<file path="src/rtl/ram_arbiter.sv">
// Shares the system RAM ports between the 6502 core, the VGA renderer and the
// UART loader, halting the CPU through RDY while the other two are served.
module ram_arbiter #(
  parameter int ADDR_WIDTH = 11,
  parameter int DATA_WIDTH = 8,
  parameter int MAX_WAIT   = 16
) (
  input  logic                  clk,
  input  logic                  reset,
  input  logic [15:0]           cpu_addr,
  input  logic [DATA_WIDTH-1:0] cpu_wdata,
  input  logic                  cpu_we,
  input  logic                  cpu_sync,
  output logic                  cpu_rdy,
  input  logic                  vid_req,
  input  logic [ADDR_WIDTH-1:0] vid_addr,
  output logic                  vid_grant,
  output logic                  vid_valid,
  input  logic                  uart_req,
  input  logic                  uart_we,
  input  logic [ADDR_WIDTH-1:0] uart_addr,
  input  logic [DATA_WIDTH-1:0] uart_wdata,
  output logic                  uart_grant,
  output logic [ADDR_WIDTH-1:0] ram_raddr,
  output logic [ADDR_WIDTH-1:0] ram_waddr,
  output logic [DATA_WIDTH-1:0] ram_wdata,
  output logic                  ram_we,
  output logic [1:0]            owner
);

  typedef enum logic [1:0] {
    SERVE   = 2'd0,
    RESTORE = 2'd1,
    RUN     = 2'd2
  } state_t;

  localparam logic [15:0] WAIT_LAST = 16'(MAX_WAIT - 1);

  state_t                  r_state;
  state_t                  w_next;
  logic [15:0]             r_wait_cnt;
  logic                    r_vid_valid;
  logic [ADDR_WIDTH-1:0]   r_addr_last;
  logic                    w_pending;
  logic                    w_forced;
  logic [ADDR_WIDTH-1:0]   w_cpu_a;
  logic                    w_unused_addr;

  assign w_cpu_a       = cpu_addr[ADDR_WIDTH-1:0];
  assign w_unused_addr = ^cpu_addr[15:ADDR_WIDTH];
  assign w_pending     = vid_req | uart_req;
  assign w_forced      = (MAX_WAIT != 0) && (r_wait_cnt == WAIT_LAST);

  always_comb begin
    w_next = r_state;
    unique case (r_state)
      RUN: begin
        if (w_pending && (cpu_sync || w_forced))
          w_next = SERVE;
      end
      SERVE: begin
        if (!w_pending)
          w_next = RESTORE;
      end
      RESTORE: begin
        w_next = w_pending ? SERVE : RUN;
      end
      default: w_next = SERVE;
    endcase
  end

  always_ff @(posedge clk) begin
    if (reset) begin
      r_state     <= SERVE;
      r_wait_cnt  <= '0;
      r_vid_valid <= 1'b0;
      r_addr_last <= '0;
    end else begin
      r_state     <= w_next;
      r_vid_valid <= (r_state == SERVE) & vid_req;
      if (r_state == RUN)
        r_addr_last <= w_cpu_a;
      // Counts only while the CPU keeps running with a request outstanding
      if (r_state == RUN && w_next == RUN && w_pending)
        r_wait_cnt <= r_wait_cnt + 16'd1;
      else
        r_wait_cnt <= '0;
    end
  end

  always_comb begin
    cpu_rdy    = 1'b0;
    vid_grant  = 1'b0;
    uart_grant = 1'b0;
    ram_raddr  = r_addr_last;
    ram_waddr  = r_addr_last;
    ram_wdata  = '0;
    ram_we     = 1'b0;
    unique case (r_state)
      RUN: begin
        cpu_rdy   = 1'b1;
        ram_raddr = w_cpu_a;
        ram_waddr = w_cpu_a;
        ram_wdata = cpu_wdata;
        ram_we    = cpu_we;
      end
      SERVE: begin
        vid_grant  = 1'b1;
        uart_grant = 1'b1;
        ram_raddr  = vid_addr;
        ram_waddr  = uart_addr;
        ram_wdata  = uart_wdata;
        ram_we     = uart_req & uart_we;
      end
      default: begin
      end
    endcase
  end

  assign vid_valid = r_vid_valid;
  assign owner     = r_state;

endmodule

</file>
<file path="config.mk">
export PLATFORM = sky130hd
export DESIGN_NAME = ram_arbiter
export DESIGN_NICKNAME = d
export VERILOG_FILES = /design/src/rtl/ram_arbiter.sv
export SDC_FILE = /design/constraint.sdc
export NUM_CORES = 1
export LEC_CHECK = 0
export CAP_MARGIN = 20
export CORE_MARGIN = 10
export CORE_UTILIZATION = 42
export CTS_CLUSTER_DIAMETER = 40
export CTS_CLUSTER_SIZE = 24
export DETAILED_ROUTE_END_ITERATION = 16
export GPL_ROUTABILITY_DRIVEN = 0
export PLACE_DENSITY = 0.83
export SLEW_MARGIN = 20
export SYNTH_ARGS = -nofsm -noshare
export SYNTH_HDL_FRONTEND = slang
export SYNTH_SLANG_ARGS = --single-unit
</file>
<file path="constraint.sdc">
create_clock -name clk -period 2.4 [get_ports clk]
set_input_delay 0.48 -clock clk [delete_from_list [all_inputs] [get_ports clk]]
set_output_delay 0.48 -clock clk [all_outputs]
set_load 0.01 [all_outputs]
</file>
======== Yosys cells after proc, flatten, opt, wreduce, memory -nomap -nowiden ========
Cells that the tools add are included.
storage, ports and cells
  bits in registers ....................... 30
  bits in latches ......................... 0
  bits in writable memories ............... 0
  memory bits (read-only) ................. 0
  bits of input ports ..................... 61
  output and inout bits ................... 37
  word-level logic and storage cells ...... 29
  memories kept ........................... 0
cells by class
  $add $sub $neg .......................... 1
  multiply operators ...................... 0
  div/mod/pow operators ................... 0
  magnitude comparators ................... 0
  equal/unequal tests ..................... 4
  shift operators ......................... 0
  muxes and demuxes ....................... 10
  bitwise gates (word level) .............. 4
  reductions and logical operators ........ 6
operator list
  operator                                               count
  case mux 11 bit (2 select lines)                       2
  adder 16 x 1 -> 16 bit (second input constant)         1
  equality test 16 x 4 -> 1 bit (second input constant)  1
  case mux 8 bit (2 select lines)                        1
  2-to-1 mux 2 bit                                       3
  case mux 2 bit (3 select lines)                        1
  equality test 2 bit (second input constant)            2
  logical AND 1 bit                                      3
  AND 1 bit                                              2
  equality test 2 x 1 -> 1 bit (second input constant)   1
  zero test 2 bit                                        1
  2-to-1 mux 1 bit                                       2
  case mux 1 bit (2 select lines)                        1
  OR reduction 2 bit                                     1
  logical OR 1 bit                                       1
  inverter 1 bit                                         1
  bitwise OR 1 bit                                       1

======== Longest topological paths before layout ========
Gate-level depths: netlist of the first run.
  word-level depth ........................ 10
  gate-level depth with buffers ........... 6
  mapped depth without buffers ............ 5

======== Least setup slack after synthesis of the first run ========
No wires, ideal clock.
  path kind ............................... register to output
  start point ............................. register r_state[1], in the netlist owner[1]
  end point ............................... output ram_raddr[0]
  data arrival time ....................... 1.257 ns
  required time ........................... 1.920 ns
  setup slack ............................. 0.663 ns
  cell stages (with the launch flop) ...... 5
  buffers on the path ..................... 2
  cell sequence ........................... dfxtp_1 -> clkbuf_1 -> clkbuf_1 -> a21oi_1 -> a21oi_1
between the ends
  cells in the longest elaborated chain, start to end .. 2
  elaborated cells on any way between the ends .. 3
  those cells by class .................... 1 x eq/ne; 1 x mux; 1 x reduce/logical
ends and longest elaborated chain
  what                                                           line  text
  from (decl)                                                    39    state_t r_state;
  from (signal assigned)                                         79    r_state <= w_next;
  equality test 2 bit / zero test 2 bit (equally long branches)  99    unique case (r_state)
  case mux 11 bit (2 select lines) (*)                           99
  to (decl)                                                      24    output logic [ADDR_WIDTH-1:0] ram_raddr,
Every way passes the cells marked *; elsewhere a longest branch is shown, timed or not.

======== Final worst setup path of the first run ========
  start point ............................. input cpu_addr[8]
  end point ............................... output ram_raddr[8]
between the ends
  cells in the longest elaborated chain, start to end .. 1
ends and longest elaborated chain
  what                              line  text
  from (decl)                       10    input logic [15:0] cpu_addr,
  case mux 11 bit (2 select lines)  99
No other way between the ends.

==> results of run 1 <==
-- cells in the mapped netlist (3+ instances only) --
cell / count
a21oi_1: 45
nor2_1: 33
dfxtp_1: 30
nand2_1: 25
nand2b_1: 23
xnor2_1: 13
nor2b_1: 11
clkbuf_1: 9
mux2i_1: 8
inv_1: 5
nor4_1: 4
nor4_2: 4
buf_2: 3
nand3_1: 3
nor3_1: 3
-- worst min-delay path by stage --
stage	end	slack [ns]	depth (start not counted)
floorplan	r_addr_last[0]$_SDFFE_PP0P_	0.43	2
global placement	r_addr_last[5]$_SDFFE_PP0P_	0.44	2
detailed placement	r_addr_last[8]$_SDFFE_PP0P_	0.45	2
CTS	r_addr_last[8]$_SDFFE_PP0P_	0.46	2
global route	r_addr_last[2]$_SDFFE_PP0P_	0.48	2
finish	r_addr_last[2]$_SDFFE_PP0P_	0.45	2
-- cell type report --
cell class	count	share of cell area (%)
repair buffers	101	34.1
flip-flops and latches	30	20.8
multi-input cells	187	38.5
inverters	5	0.647
clock buffers	8	3.80
well taps	50	2.16
-- through the flow --
step	hold slack, ns	setup slack [ns]	std cells
4_1_cts	0.457	0.00375	381
2_1_floorplan	0.431	0.663	236
5_1_grt	0.478	0.0139	381
3_3_place_gp	0.443	0.0753	373
3_5_place_dp	0.448	0.0722	373
6_report	0.454	0.0999	381
-- metal layers --
layer / track usage (%) / part of all wire, %
met1: 19.3 / 44
met2: 26.7 / 47
met3: 5.45 / 8.4
met4: 3.44 / 0.46
met5: 0 / 0
-- layout by cell type, fill, tap and decap left out, types with 2 or more instances in the layout --
master            n
clkbuf_8          8
nor2b_1          11
nand3_1           3
nand4_1           2
clkdlybuf4s50_1  92
inv_1             5
nor4_1            4
xor2_1            2
nor2_1           33
a21oi_1          45
nor4_2            4
nand3_2           2
nand2_1          25
mux2i_1           8
nor3_1            3
buf_4             9
dfxtp_1          29
xnor2_1          13
nand2b_1         23
-- flip-flops by register name (all words and copies together) (netlist names) --
name         count
vid_valid        1
r_addr_last     11
r_wait_cnt      16
owner            2
-- tightest hold or removal path, delay by kind of cell (launching register included) --
kind             cells  cell delay (ns)
AO/OA/AOI/OAI        1             0.05
AND/OR/NAND/NOR      1             0.05
flip-flops           1             0.31
-- timing repair --
item	CTS	global route
buffers inserted	0	0
setup endpoints to repair	0	26
resized for setup	0	1
-- power groups by stage --
stage               logic [mW]  clock network (mW)  registers (mW)
detailed placement       0.305                   0           0.517
finish                   0.305               0.468           0.506
global route             0.328               0.504           0.506
floorplan               0.0990                   0           0.516
global placement         0.301                   0           0.517
CTS                      0.307               0.482           0.506
-- cell families after synthesis --
kind of cell | count (synthesis) | share of synthesized area (%)
flops | 30 | 33.4
mux | 8 | 4.45
fa+ha+maj | 1 | 0.695
compound gates | 46 | 12.9
simple gates | 117 | 36.7
buf+inv | 19 | 4.59
xor+xnor | 15 | 7.30
==> impl_results.html, run 1 <==
<table>
<tr><th>Metric</th><th>Value</th></tr>
<tr><th colspan="2">Status</th></tr>
<tr><td>Result of the run</td><td>complete, no violations</td></tr>
<tr><th colspan="2">Critical path</th></tr>
<tr><td>Top delay family on crit path</td><td>buffers and inverters</td></tr>
<tr><td>Data required time of the worst path</td><td>around 1.9 ns</td></tr>
<tr><td>Reg-to-reg endpoint</td><td>r_wait_cnt[0]$_SDFF_PP0_</td></tr>
<tr><td>Number of cells on the critical path</td><td>4</td></tr>
<tr><td>Worst Path Class, Setup</td><td>in -&gt; out</td></tr>
<tr><td>Logic depth of the worst register-to-register path</td><td>6</td></tr>
<tr><td>Worst path buffer plus inverter count</td><td>2</td></tr>
<tr><td>Critical-path cell list</td><td>clkdlybuf4s50_1 &gt; a21oi_1 &gt; a21oi_1 &gt; clkdlybuf4s50_1</td></tr>
<tr><td>CP max stage delay</td><td>0.57 ns</td></tr>
<tr><td>Launch instance of the worst register-to-register path</td><td>owner[1]$_SDFF_PP0_</td></tr>
<tr><td>Category of the worst setup path launch point</td><td>input pin</td></tr>
<tr><td>Slowest cell on the critical path</td><td>clkdlybuf4s50_1</td></tr>
<tr><td>CP max FO</td><td>2</td></tr>
<tr><td>Arrival time reported for the critical path endpoint</td><td>1.82 ns</td></tr>
<tr><td>Critical path endpoint category</td><td>primary output</td></tr>
<tr><td>Reg-to-reg slack, setup</td><td>0.73 ns</td></tr>
<tr><td>Endpoint of the most critical setup path</td><td>ram_raddr[8]</td></tr>
<tr><td>Critical path launch point</td><td>cpu_addr[8]</td></tr>
<tr><th colspan="2">STA</th></tr>
<tr><td>Worst slew pin tran</td><td>roughly 0.33 ns</td></tr>
<tr><td>Summed negative setup slack over all endpoints</td><td>0 ns</td></tr>
<tr><td>Worst-case headroom to the max-slew limit</td><td>just under 80%</td></tr>
<tr><td>Max Clk Rate</td><td>between 400 and 500 MHz</td></tr>
<tr><td>Number of max-slew violations in the final report</td><td>0</td></tr>
<tr><td>Period utilisation layout</td><td>95.8%</td></tr>
<tr><td>Final clock skew</td><td>about 0.0032 ns</td></tr>
<tr><td>Setup repair after global routing missed its margin</td><td>false</td></tr>
<tr><td>Finish-stage setup viols</td><td>0</td></tr>
<tr><td>Fin crit period</td><td>about 2.3 ns</td></tr>
<tr><td>Final Hold Violating Endpoints</td><td>0</td></tr>
<tr><th colspan="2">Drt</th></tr>
<tr><td>Avg Vias per Cell</td><td>between 5 and 6</td></tr>
<tr><td>Total iterations of the first detailed-routing run</td><td>4</td></tr>
<tr><td>WL final</td><td>a little under 6000 um</td></tr>
<tr><td>Antenna Violating Nets Remaining</td><td>0</td></tr>
<tr><td>Via count</td><td>about 1900</td></tr>
<tr><td>Iteration-0 DRC count of the detailed router</td><td>roughly 80</td></tr>
<tr><td>Routed length per instance</td><td>15.5 um</td></tr>
<tr><td>Number of DRC violations after detailed routing</td><td>0</td></tr>
<tr><th colspan="2">Yosys</th></tr>
<tr><td>Ranking of synthesized cells by area</td><td>dfxtp_1 33%, a21oi_1 13%, nand2b_1 8.0%</td></tr>
<tr><td>Fraction of synthesis flops using an asynchronous set or reset pin</td><td>0%</td></tr>
<tr><td>Synth Net Count</td><td>between 200 and 300</td></tr>
<tr><td>Number of instances in the synthesized netlist</td><td>roughly 240</td></tr>
<tr><td>Fraction of post-synthesis cell area in the top cell type by area</td><td>33.4%</td></tr>
<tr><td>Area of the mapped netlist</td><td>between 0.0015 and 0.002 sq mm</td></tr>
<tr><td>Top_reg_cell synth</td><td>dfxtp_1</td></tr>
<tr><td>Number of distinct library cell variants in the gate-level netlist after synthesis</td><td>28</td></tr>
<tr><td>Number of warning messages in the yosys log</td><td>0</td></tr>
<tr><td>Leading area contributor after synthesis</td><td>dfxtp_1</td></tr>
<tr><td>Post-synthesis sequential element count</td><td>30</td></tr>
<tr><td>Synthesized area divided by synthesized cell count</td><td>roughly 7.6 sq um</td></tr>
<tr><td>Proportion of synthesized chip area in sequential cells</td><td>roughly a third</td></tr>
<tr><td>Number of synthesized flops with an enable pin</td><td>0</td></tr>
<tr><th colspan="2">Die</th></tr>
<tr><td>Die Y-Extent</td><td>approximately 85 um</td></tr>
<tr><td>Row Count</td><td>23</td></tr>
<tr><td>Die outline area</td><td>roughly 0.0073 sq mm</td></tr>
<tr><td>Floorplan die width</td><td>between 80 and 90 um</td></tr>
<tr><td>Area of the core region</td><td>a little over 0.004 sq mm</td></tr>
<tr><td>Effective utilization at floorplan</td><td>~44%</td></tr>
<tr><td>Number of ports placed on the die boundary</td><td>98</td></tr>
<tr><th colspan="2">Layout</th></tr>
<tr><td>Multi-input logic area</td><td>0.00112 sq mm</td></tr>
<tr><td>Share of cells above drive strength 1</td><td>roughly 8.5%</td></tr>
<tr><td>Number of antenna repair diodes</td><td>0</td></tr>
<tr><td>Layout fillers</td><td>about 340</td></tr>
<tr><td>Utilization of the core after routing</td><td>a little under three quarters</td></tr>
<tr><td>Growth of design area from synthesis to finish</td><td>61.0%</td></tr>
<tr><td>Nets</td><td>between 300 and 400</td></tr>
<tr><td>Register area</td><td>roughly 600 sq um</td></tr>
<tr><td>Final Cell Area</td><td>approximately 0.0029 sq mm</td></tr>
<tr><th colspan="2">Global routing</th></tr>
<tr><td>Antenna violations before repair</td><td>0</td></tr>
<tr><td>Maximum number of pins on one net before global-route repair</td><td>17</td></tr>
<tr><td>First-pass GRT wire length</td><td>9800 um</td></tr>
<tr><td>Total global routing overflow</td><td>0</td></tr>
<tr><td>Vias in the first global route</td><td>around 1900</td></tr>
<tr><td>GRT Overall Usage</td><td>between 15 and 20%</td></tr>
<tr><th colspan="2">Pwr</th></tr>
<tr><td>Power density over the cells</td><td>between 400 and 500 mW/mm^2</td></tr>
<tr><td>Total net switching power</td><td>~0.29 mW</td></tr>
<tr><td>Highest ir drop seen on vdd</td><td>between 0.0003 and 0.0004 V</td></tr>
<tr><td>Total Power</td><td>around 1.3 mW</td></tr>
<tr><td>Internal power</td><td>0.986 mW</td></tr>
<tr><td>Relative contribution of combinational cells to total power</td><td>about a quarter</td></tr>
<tr><td>Clk pwr share</td><td>36.6%</td></tr>
<tr><td>Sequential Power Share</td><td>between 30% and 40%</td></tr>
<tr><td>Switching part of the total power</td><td>a little under a quarter</td></tr>
<tr><td>P_leak</td><td>1.04 nW</td></tr>
<tr><th colspan="2">Run</th></tr>
<tr><td>Maximum Capacitance Violations</td><td>0</td></tr>
<tr><th colspan="2">Clock network</th></tr>
<tr><td>Post-CTS Hold Buffers</td><td>0</td></tr>
<tr><td>Clock latency on the worst-skew pair</td><td>0.28 ns</td></tr>
<tr><td>Clock root buffer</td><td>clkbuf_8</td></tr>
<tr><td>Maximum count of clock buffers along a single path</td><td>2</td></tr>
<tr><td>CTS buffer count</td><td>5</td></tr>
<tr><td>TritonCTS clock tree</td><td>yes</td></tr>
<tr><td>Number of H-tree branching levels</td><td>2</td></tr>
<tr><td># clock sinks</td><td>30</td></tr>
<tr><td>Clk pin slew, worst setup/hold paths</td><td>roughly 0.06 ns</td></tr>
<tr><th colspan="2">Min path</th></tr>
<tr><td>Origin of the worst min-delay path</td><td>r_addr_last[2]$_SDFFE_PP0P_</td></tr>
<tr><td>Tightest Hold Check Type</td><td>reg -&gt; reg</td></tr>
<tr><th colspan="2">Place</th></tr>
<tr><td>Number of port buffers</td><td>92</td></tr>
<tr><td>DPL Wire Length</td><td>about 4700 um</td></tr>
<tr><td>Placement Cell Area</td><td>approximately 0.0028 sq mm</td></tr>
</table>
Power figures use the tool's default switching activity.
==> inputs of run 2 (changes only) <==
--- a/config.mk
+++ b/config.mk
@@ -5,6 +5,7 @@
 export SDC_FILE = /design/constraint.sdc
 export NUM_CORES = 1
 export LEC_CHECK = 0
+export ABC_CLOCK_PERIOD_IN_PS = 2400
 export CAP_MARGIN = 20
 export CORE_MARGIN = 10
 export CORE_UTILIZATION = 42
==> results of run 2 <==
Final layout, timing and power as in run 1 (identical DEF).
==> inputs of run 3 (changes only) <==
--- a/config.mk
+++ b/config.mk
@@ -6,14 +6,12 @@
 export NUM_CORES = 1
 export LEC_CHECK = 0
 export ABC_CLOCK_PERIOD_IN_PS = 2400
-export CAP_MARGIN = 20
 export CORE_MARGIN = 10
-export CORE_UTILIZATION = 42
+export CORE_UTILIZATION = 40
 export CTS_CLUSTER_DIAMETER = 40
 export CTS_CLUSTER_SIZE = 24
 export DETAILED_ROUTE_END_ITERATION = 16
-export GPL_ROUTABILITY_DRIVEN = 0
-export PLACE_DENSITY = 0.83
+export PLACE_DENSITY = 0.79
 export SLEW_MARGIN = 20
 export SYNTH_ARGS = -nofsm -noshare
 export SYNTH_HDL_FRONTEND = slang
==> impl_results.html, run 3 (synthesis results as in run 1) <==
<table>
<tr><th>Metric</th><th>Value</th></tr>
<tr><th colspan="2">Pwr</th></tr>
<tr><td>Relative contribution of combinational cells to total power</td><td>25.5% (+1.7 points)</td></tr>
<tr><td>Internal power</td><td>0.917 mW (-7.0%)</td></tr>
<tr><td>P_leak</td><td>1.01 nW (-2.7%)</td></tr>
<tr><td>Switching part of the total power</td><td>23.4% (+0.47 points)</td></tr>
<tr><td>Clk pwr share</td><td>32.4% (-4.2 points)</td></tr>
<tr><td>Highest ir drop seen on vdd</td><td>0.000335 V (+4.7%)</td></tr>
<tr><td>Sequential Power Share</td><td>42.1% (+2.5 points)</td></tr>
<tr><td>Total net switching power</td><td>0.280 mW (-4.6%)</td></tr>
<tr><td>Total Power</td><td>1.20 mW (-6.5%)</td></tr>
<tr><td>Power density over the cells</td><td>418 mW/mm^2 (-5.3%)</td></tr>
<tr><th colspan="2">Clock network</th></tr>
<tr><td>Clock latency on the worst-skew pair</td><td>0.27 ns (about the same)</td></tr>
<tr><td>Clock root buffer</td><td>clkbuf_8</td></tr>
<tr><td>Number of H-tree branching levels</td><td>2 (unchanged)</td></tr>
<tr><td># clock sinks</td><td>30 (unchanged)</td></tr>
<tr><td>Number of instances resized during post-cts repair</td><td>0 (unchanged)</td></tr>
<tr><td>Maximum count of clock buffers along a single path</td><td>2 (unchanged)</td></tr>
<tr><td>Buffers inserted by post-CTS timing repair</td><td>0 (unchanged)</td></tr>
<tr><td>CTS buffer count</td><td>5 (unchanged)</td></tr>
<tr><td>Clk pin slew, worst setup/hold paths</td><td>0.06 ns (about the same)</td></tr>
<tr><td>Post-CTS Hold Buffers</td><td>0 (unchanged)</td></tr>
<tr><td>TritonCTS clock tree</td><td>yes</td></tr>
<tr><th colspan="2">Global routing</th></tr>
<tr><td>Vias in the first global route</td><td>1930 (+0.52%)</td></tr>
<tr><td>Maximum number of pins on one net before global-route repair</td><td>49 (+32)</td></tr>
<tr><td>Antenna violations before repair</td><td>0 (unchanged)</td></tr>
<tr><td>First-pass GRT wire length</td><td>9340 um (-4.8%)</td></tr>
<tr><td>GRT Overall Usage</td><td>15.0% (-1.0 points)</td></tr>
<tr><td>Total global routing overflow</td><td>0 (unchanged)</td></tr>
<tr><th colspan="2">STA</th></tr>
<tr><td>Period utilisation layout</td><td>95.2% (-0.65 points)</td></tr>
<tr><td>Worst-case headroom to the max-slew limit</td><td>77.3% (-0.48 points)</td></tr>
<tr><td>Setup slack of the critical path after layout</td><td>0.115 ns (+0.0155 ns)</td></tr>
<tr><td>Final Hold Violating Endpoints</td><td>0 (unchanged)</td></tr>
<tr><td>Finish-stage setup viols</td><td>0 (unchanged)</td></tr>
<tr><td>Summed negative setup slack over all endpoints</td><td>0 ns (unchanged)</td></tr>
<tr><td>Final clock skew</td><td>0.00238 ns (-0.000873 ns)</td></tr>
<tr><td>Setup repair after global routing missed its margin</td><td>false</td></tr>
<tr><td>Number of max-slew violations in the final report</td><td>0 (unchanged)</td></tr>
<tr><td>Fin crit period</td><td>2.28 ns (-0.0155 ns)</td></tr>
<tr><td>Max Clk Rate</td><td>438 MHz (+0.68%)</td></tr>
<tr><td>Worst slew pin tran</td><td>0.340 ns (+0.00985 ns)</td></tr>
<tr><td>Post-route worst hold slack</td><td>0.455 ns (+0.00148 ns)</td></tr>
<tr><th colspan="2">Die</th></tr>
<tr><td>Row Count</td><td>24 (+4.3%)</td></tr>
<tr><td>Effective utilization at floorplan</td><td>41.4% (-2.7 points)</td></tr>
<tr><td>Floorplan die width</td><td>87.1 um (+1.9%)</td></tr>
<tr><td>Area of the core region</td><td>0.00435 sq mm (+6.6%)</td></tr>
<tr><td>Number of ports placed on the die boundary</td><td>98 (unchanged)</td></tr>
<tr><td>Die Y-Extent</td><td>87.1 um (+1.9%)</td></tr>
<tr><td>Die outline area</td><td>0.00758 sq mm (+3.8%)</td></tr>
<tr><th colspan="2">Drt</th></tr>
<tr><td>WL final</td><td>5670 um (-4.0%)</td></tr>
<tr><td>Via count</td><td>1866 (-4.1%)</td></tr>
<tr><td>Number of DRC violations after detailed routing</td><td>0 (unchanged)</td></tr>
<tr><td>Routed length per instance</td><td>15.0 um (-3.2%)</td></tr>
<tr><td>Avg Vias per Cell</td><td>4.94 (-3.3%)</td></tr>
<tr><td>Antenna Violating Nets Remaining</td><td>0 (unchanged)</td></tr>
<tr><td>Total iterations of the first detailed-routing run</td><td>4 (unchanged)</td></tr>
<tr><td>Iteration-0 DRC count of the detailed router</td><td>110 (+34%)</td></tr>
<tr><th colspan="2">Place</th></tr>
<tr><td>Pre-CTS WS</td><td>0.120 ns (+0.0474 ns)</td></tr>
<tr><td>Placement Cell Area</td><td>0.00278 sq mm (-0.27%)</td></tr>
<tr><td>Post-placement cell count</td><td>372 (-0.27%)</td></tr>
<tr><td>Number of port buffers</td><td>92 (unchanged)</td></tr>
<tr><td>Final weighted congestion in routability-driven placement</td><td>about 0.85</td></tr>
<tr><td>DPL Wire Length</td><td>4470 um (-4.8%)</td></tr>
<tr><th colspan="2">Critical path</th></tr>
<tr><td>Worst path buffer plus inverter count</td><td>2 (unchanged)</td></tr>
<tr><td>Top delay family on crit path</td><td>buffers and inverters</td></tr>
<tr><td>Critical-path cell list</td><td>clkdlybuf4s50_1 &gt; nand2_1 &gt; nor2_1 &gt; a21oi_1 &gt; nor2_1 &gt; clkdlybuf4s50_1</td></tr>
<tr><td>CP max FO</td><td>2 (unchanged)</td></tr>
<tr><td>Data required time of the worst path</td><td>1.92 ns (about the same)</td></tr>
<tr><td>Slowest cell on the critical path</td><td>clkdlybuf4s50_1</td></tr>
<tr><td>CP max stage delay</td><td>0.57 ns (about the same)</td></tr>
<tr><td>Worst Path Class, Setup</td><td>in -&gt; out</td></tr>
<tr><td>Category of the worst setup path launch point</td><td>input pin</td></tr>
<tr><td>Arrival time reported for the critical path endpoint</td><td>1.80 ns (-0.02 ns)</td></tr>
<tr><td>Critical path endpoint category</td><td>primary output</td></tr>
<tr><th colspan="2">Layout</th></tr>
<tr><td>Nets</td><td>389 (-0.77%)</td></tr>
<tr><td>Utilization of the core after routing</td><td>65.7% (-5.2 points)</td></tr>
<tr><td>Multi-input logic area</td><td>0.00112 sq mm (unchanged)</td></tr>
<tr><td>Number of antenna repair diodes</td><td>0 (unchanged)</td></tr>
<tr><td>Biggest register</td><td>r_wait_cnt</td></tr>
<tr><td>Share of cells above drive strength 1</td><td>6.75% (-1.7 points)</td></tr>
<tr><td>Final Cell Area</td><td>0.00286 sq mm (-1.3%)</td></tr>
<tr><td>Growth of design area from synthesis to finish</td><td>59.0%</td></tr>
<tr><td>Most common cell after layout, fill and taps aside</td><td>clkdlybuf4s50_1</td></tr>
<tr><td>Commonest cells after routing, fill and taps aside</td><td>92 x clkdlybuf4s50_1, 45 x a21oi_1, 33 x nor2_1</td></tr>
<tr><td>Register area</td><td>601 sq um (-0.21%)</td></tr>
<tr><td>Number of flip-flops in the largest register</td><td>16 (unchanged)</td></tr>
<tr><td>Post-route insts no fill</td><td>378 (-0.79%)</td></tr>
<tr><td>Layout fillers</td><td>383 (+13%)</td></tr>
<tr><th colspan="2">Run</th></tr>
<tr><td>Maximum Capacitance Violations</td><td>0 (unchanged)</td></tr>
<tr><th colspan="2">Status</th></tr>
<tr><td>Result of the run</td><td>complete, no violations</td></tr>
<tr><th colspan="2">Min path</th></tr>
<tr><td>Tightest Hold Check Type</td><td>reg -&gt; reg</td></tr>
</table>
## run 3: changes by cell type in the layout (fill, tap and decap cells not counted), sizes merged
cell and delta:
buf -3, clkbuf -2
## run 3: worst min-delay path: stages, from the launching register on
cell     delay [ns]
dfxtp_1        0.31
nand2_1        0.05
a21oi_1        0.05
## run 3: path summary, 6_finish.rpt
| kind | start | end | slack, ns | cells after the start |
|---|---|---|---|---|
| setup / recovery | uart_req | ram_we | 0.12 | 6 |
| hold / removal | r_addr_last[4]$_SDFFE_PP0P_ | r_addr_last[4]$_SDFFE_PP0P_ | 0.46 | 2 |
| hold reg to reg | r_addr_last[4]$_SDFFE_PP0P_ | r_addr_last[4]$_SDFFE_PP0P_ | 0.46 | 2 |
| setup reg to reg | r_wait_cnt[0]$_SDFF_PP0_ | r_wait_cnt[14]$_SDFF_PP0_ | 0.80 | 5 |
## run 3: cell type report
type / instances / area share [%]
Multi-Input combinational cell: 187 / 39.0
Timing Repair Buffer: 98 / 34.2
Sequential cell: 30 / 21.0
Clock buffer: 6 / 2.88
Tap cell: 52 / 2.27
Inverter: 5 / 0.656
## run 3: metal layers
layer	up-vias	global-route usage [%]	wire length [um]	part of all wire (%)
li1	969	-	-	-
met1	839	18.0	2460	43
met2	53	25.4	2700	48
met3	5	4.31	475	8.4
met4	0	3.91	36	0.63
met5	-	0	0	0
## run 3: power by group through the flow
stage          clock [mW]  sequential [mW]  combinational, mW
4_1_cts             0.404            0.504              0.308
3_5_place_dp            0            0.515              0.306
5_1_grt             0.428            0.504              0.329
3_3_place_gp            0            0.515              0.303
2_1_floorplan           0            0.516             0.0990
6_report            0.387            0.504              0.305
